==> config.mk <==
export PLATFORM = sky130hd
export DESIGN_NAME = irqctl
export DESIGN_NICKNAME = d
export VERILOG_FILES = /design/src/rtl/irqctl_pkg.sv /design/src/rtl/irqctl_prio.sv /design/src/rtl/irqctl.sv
export SDC_FILE = /design/constraint.sdc
export NUM_CORES = 1
export LEC_CHECK = 0
export CORE_MARGIN = 5
export CORE_UTILIZATION = 55
export DETAILED_ROUTE_END_ITERATION = 16
export GPL_ROUTABILITY_DRIVEN = 1
export GPL_TIMING_DRIVEN = 1
export PLACE_DENSITY = 0.8
export SLEW_MARGIN = 25
export SYNTH_ARGS = -nofsm -noshare
export SYNTH_HDL_FRONTEND = slang
export SYNTH_HIERARCHICAL = 1
export SYNTH_SLANG_ARGS = --single-unit
==> constraint.sdc <==
create_clock -name clk -period 4.7 [get_ports clk]
set_clock_uncertainty 0.1 [all_clocks]
set_input_delay 0.47 -clock clk [delete_from_list [all_inputs] [get_ports clk]]
set_output_delay 0.47 -clock clk [all_outputs]
set_load 0.03 [all_outputs]
==> src/rtl/irqctl_pkg.sv <==
// Shared constants for the irqctl interrupt controller: register offsets,
// source count and the CTRL enable bit position.
package irqctl_pkg;
  localparam int N_SRC = 8;

  localparam logic [2:0] REG_PEND = 3'd0;
  localparam logic [2:0] REG_MASK = 3'd1;
  localparam logic [2:0] REG_MODE = 3'd2;
  localparam logic [2:0] REG_VEC  = 3'd3;
  localparam logic [2:0] REG_ACK  = 3'd4;
  localparam logic [2:0] REG_EOI  = 3'd5;
  localparam logic [2:0] REG_ISR  = 3'd6;
  localparam logic [2:0] REG_CTRL = 3'd7;

  localparam int CTRL_EN = 0;
endpackage

==> src/rtl/irqctl_prio.sv <==
// 8-bit priority encoder: lowest set bit wins, valid when any bit is set.
module irqctl_prio (
  input  logic [7:0] vec,
  output logic       valid,
  output logic [2:0] idx
);
  always_comb begin
    valid = |vec;
    idx   = 3'd0;
    for (int i = 7; i >= 0; i--)
      if (vec[i]) idx = 3'(i);
  end
endmodule

==> src/rtl/irqctl.sv <==
// 8-source latched/masked/prioritised interrupt controller with in-service stack.
// Optional IRQCTL_SYNC_EN adds a 2-flop synchronizer on every irq_in bit.
module irqctl #(
  parameter int N_SRC = irqctl_pkg::N_SRC
) (
  input  logic             clk,
  input  logic             rst,
  input  logic [2:0]       AD,
  input  logic [7:0]       DI,
  output logic [7:0]       DO,
  input  logic             rw,
  input  logic             cs,
  input  logic [N_SRC-1:0] irq_in,
  output logic             irq
);
  import irqctl_pkg::*;

  logic [N_SRC-1:0] src, hist, pend, pend_nxt, mask, mode, isr;
  logic [N_SRC-1:0] edge_det, clr, ack_bit, pm;
  logic             ctrl_en, wr, req;
  logic             p_vld, i_vld;
  logic [2:0]       p_idx, i_idx;

`ifdef IRQCTL_SYNC_EN
  logic [N_SRC-1:0] sync1, sync2;
  always_ff @(posedge clk or posedge rst) begin
    if (rst) begin
      sync1 <= '0;
      sync2 <= '0;
    end else begin
      sync1 <= irq_in;
      sync2 <= sync1;
    end
  end
  assign src = sync2;
`else
  assign src = irq_in;
`endif

  assign wr       = cs && !rw;
  assign edge_det = src & ~hist;
  assign ack_bit  = N_SRC'(1) << DI[2:0];
  assign clr      = ((wr && AD == REG_PEND) ? DI      : '0)
                  | ((wr && AD == REG_ACK)  ? ack_bit : '0);
  // Edge bits: a new edge beats a same-cycle clear. Level bits just track the input.
  assign pend_nxt = (mode & (edge_det | (pend & ~clr))) | (~mode & src);
  assign pm       = pend & mask;

  irqctl_prio u_pend_prio (.vec(pm),  .valid(p_vld), .idx(p_idx));
  irqctl_prio u_isr_prio  (.vec(isr), .valid(i_vld), .idx(i_idx));

  assign req = ctrl_en && p_vld && (!i_vld || p_idx < i_idx);

  always_ff @(posedge clk or posedge rst) begin
    if (rst) begin
      pend    <= '0;
      hist    <= '0;
      mask    <= '0;
      mode    <= '0;
      isr     <= '0;
      ctrl_en <= 1'b0;
      irq     <= 1'b0;
    end else begin
      pend <= pend_nxt;
      hist <= src;
      irq  <= req;
      if (wr) begin
        case (AD)
          REG_MASK: mask    <= DI;
          REG_MODE: mode    <= DI;
          REG_CTRL: ctrl_en <= DI[CTRL_EN];
          REG_ACK:  isr     <= isr | ack_bit;
          // Clear lowest set bit; a no-op when isr is zero.
          REG_EOI:  isr     <= isr & (isr - N_SRC'(1));
          default: ;
        endcase
      end
    end
  end

  always_comb begin
    DO = 8'h00;
    case (AD)
      REG_PEND: DO = pend;
      REG_MASK: DO = mask;
      REG_MODE: DO = mode;
      REG_VEC:  DO = p_vld ? {1'b1, 4'b0000, p_idx} : 8'h00;
      REG_ISR:  DO = isr;
      REG_CTRL: DO = {7'b0000000, ctrl_en};
      default:  DO = 8'h00;
    endcase
  end
endmodule

==> metrics.yaml <==
status: "finished, final reports clean"
drc: 0
finalSetupTns_ns: 0
critPathMaxFanout: 14
fin_nets: 292
die_area_um2: 5650
grt_first_pass_wirelength_mm: 8.98
postCtsSetupRepairBufs: 0
antenna_found_initial: 0
wl_mm: 5.41
period_needed_ns: 3.38
synth_top_area_share_pct: 45.0
drtIter0Drc: 161
synth_commonest_cells: "dfrtp_1 (42), nand2_1 (26), a21oi_1 (19), nor2_1 (19), mux2i_1 (10)"
max-slew-margin-rel_pct: 56.6
min_path_type: "flip-flop to flip-flop"
detail-route-antenna-nets: 0
ioPinCount: 32
slowest_delay_ns: 0.81
crit_path_start_kind: "input port"
slew_viol_final: 0
h-tree-depth: 2
rsz0062_at_grt: "false"
ir_drop_mv: 0.247
area_growth_pct: 17.8
initial_core_util_pct: 57.6
syn_nets: 261
grt_pass1_vias: 1886
setup_viol: 0
wl_per_cell_um: 17.1
core_area_um2: 4060
crit_required_ns: 4.13
row_count: 23
synthArstFlopShare_pct: 100
cts_made_buffers: 5
hpwl_mm: 4.01
die_w_um: 75.2
ctsResizeCount: 0
p_leak_nw: 1.21
yosysTopAreaCell: "dfrtp_1"
cpLargestDelayFamily: "buffers and inverters"
ys.flop_type: "dfrtp_1"
grt_use_total_pct: 21.0
grt_overflow: 0
cts_buffer_depth: 2
cts_root_buf: "clkbuf_8"
route.vias.total: 1936
clk_pin_slew_ns: 0.07
worst_pin_slew_ns: 0.643
yosysMostFrequentCell: "dfrtp_1"
ys_types: 48
io_buffers: 31
worstPathCellList: "clkdlybuf4s50_1 -> nor2b_1 -> and2_1 -> nand2_1 -> o221ai_1 -> clkdlybuf4s50_1"
worst-path-buf-inv: 2
postCtsHoldBufs: 0
synth_edf_count: 0
yosysSeqAreaShare_pct: 45.0
crit_type: "input port to primary output"
cts.sinks: 42
crit_top_cell: "clkdlybuf4s50_1"
diodes: 0
cp.arrival_ns: 2.81
die_y_um: 75.2
cap_violations: 0
crit_slowest_cell: "clkdlybuf4s50_1"
ys_ff_latch: 42
dp_cells: 310
clk_latency_ns: 0.29
fin_crit_sh_pct: 71.9
syn_inst: 236
hold_viol: 0
syn_area_per_cell_um2: 9.90
synth_area_um2: 2340
power_density_nw_per_um2: 385
gp_congestion: 0.881
grt_max_degree: 43
fmax_mhz: 296
crit_path_end_kind: "primary output"
final_cells: 317
drt_first_pass_iters: 4
ys_top_cells_by_area: "dfrtp_1 (45%), mux2_4 (4.5%), mux2_2 (4.3%)"
viasPerCell: 6.11
ys_warn_count: 6
drive_gt1_share_pct: 10.5
cts_tree: "done"
registers in the layout, indices dropped and copies added, names as in the netlist:
signal / cells
ctrl_en: 1
hist: 8
irq: 1
isr: 8
mask: 8
mode: 8
pend: 8
kinds of logic after synthesis:
group / Yosys count / synth area share (%)
flip-flops: 42 / 45.0
AO/OA/AOI/OAI: 60 / 16.6
AND/OR/NAND/NOR: 88 / 20.7
buffers and inverters: 18 / 3.48
adder cells (fa/ha/maj): 2 / 1.07
multiplexers: 26 / 13.1
stage by stage:
step	cell area (µm²)	setup WS [ns]	hold WS (ns)	total power, mW	util (%)
5_1_grt	2750	1.13	0.452	1.13	67.8
6_report	2750	1.32	0.431	1.06	67.8
3_3_place_gp	2680	1.40	0.406	0.836	66.0
4_1_cts	2750	1.34	0.431	1.06	67.8
2_1_floorplan	2340	2.32	0.391	0.732	-
3_5_place_dp	2680	1.35	0.415	0.846	66.0
worst paths after layout:
kind	start	to	slack [ns]	cells past startpoint
max	AD[1]	DO[2]	1.32	6
min	mask[3]	mask[3]	0.43	1
max reg2reg	pend[4]	irq	2.58	8
min reg2reg	mask[3]	mask[3]	0.43	1
max in group asynchronous	rst	hist[5]	3.62	3
min in group asynchronous	rst	hist[7]	0.52	3
layout by cell type, fill, tap and decap left out, types with 3 or more instances in the layout:
cell type	n
mux2_2	9
clkbuf_8	5
dfrtp_1	42
a31oi_1	6
nor3_1	4
a22o_1	4
a21oi_1	19
a21o_1	4
clkdlybuf4s50_1	31
nor2_1	19
mux2i_1	10
o21ai_0	8
nand3_1	6
o21bai_1	3
inv_1	9
and3b_1	3
and2_1	9
mux2_4	7
nor2b_1	6
nand2_1	26
layout make-up:
| type | count | area [µm²] |
|---|---|---|
| flip-flops and latches | 42 | 1050 |
| multi-input cells | 176 | 1200 |
| fillers | 340 | 1310 |
| inverters | 9 | 33.8 |
| clock buffers | 7 | 76.3 |
| repair buffers | 33 | 325 |
| well taps | 50 | 62.6 |
layer usage:
metal  global-route usage, %  vias to the layer above  share of wire, %
met5                       0                        -                 0
met4                    6.80                        0               2.6
met3                    4.81                       18               8.8
met2                    34.3                       88                46
met1                    27.6                      919                43
li1                        -                      911                 -
power breakdown:
group / total, mW / switching (mW) / internal [mW]
clock: 0.218 / 0.116 / 0.102
combinational: 0.351 / 0.174 / 0.177
sequential: 0.491 / 0.0637 / 0.428
total: 1.06 / 0.354 / 0.707
(Power assumes the default switching activity.)
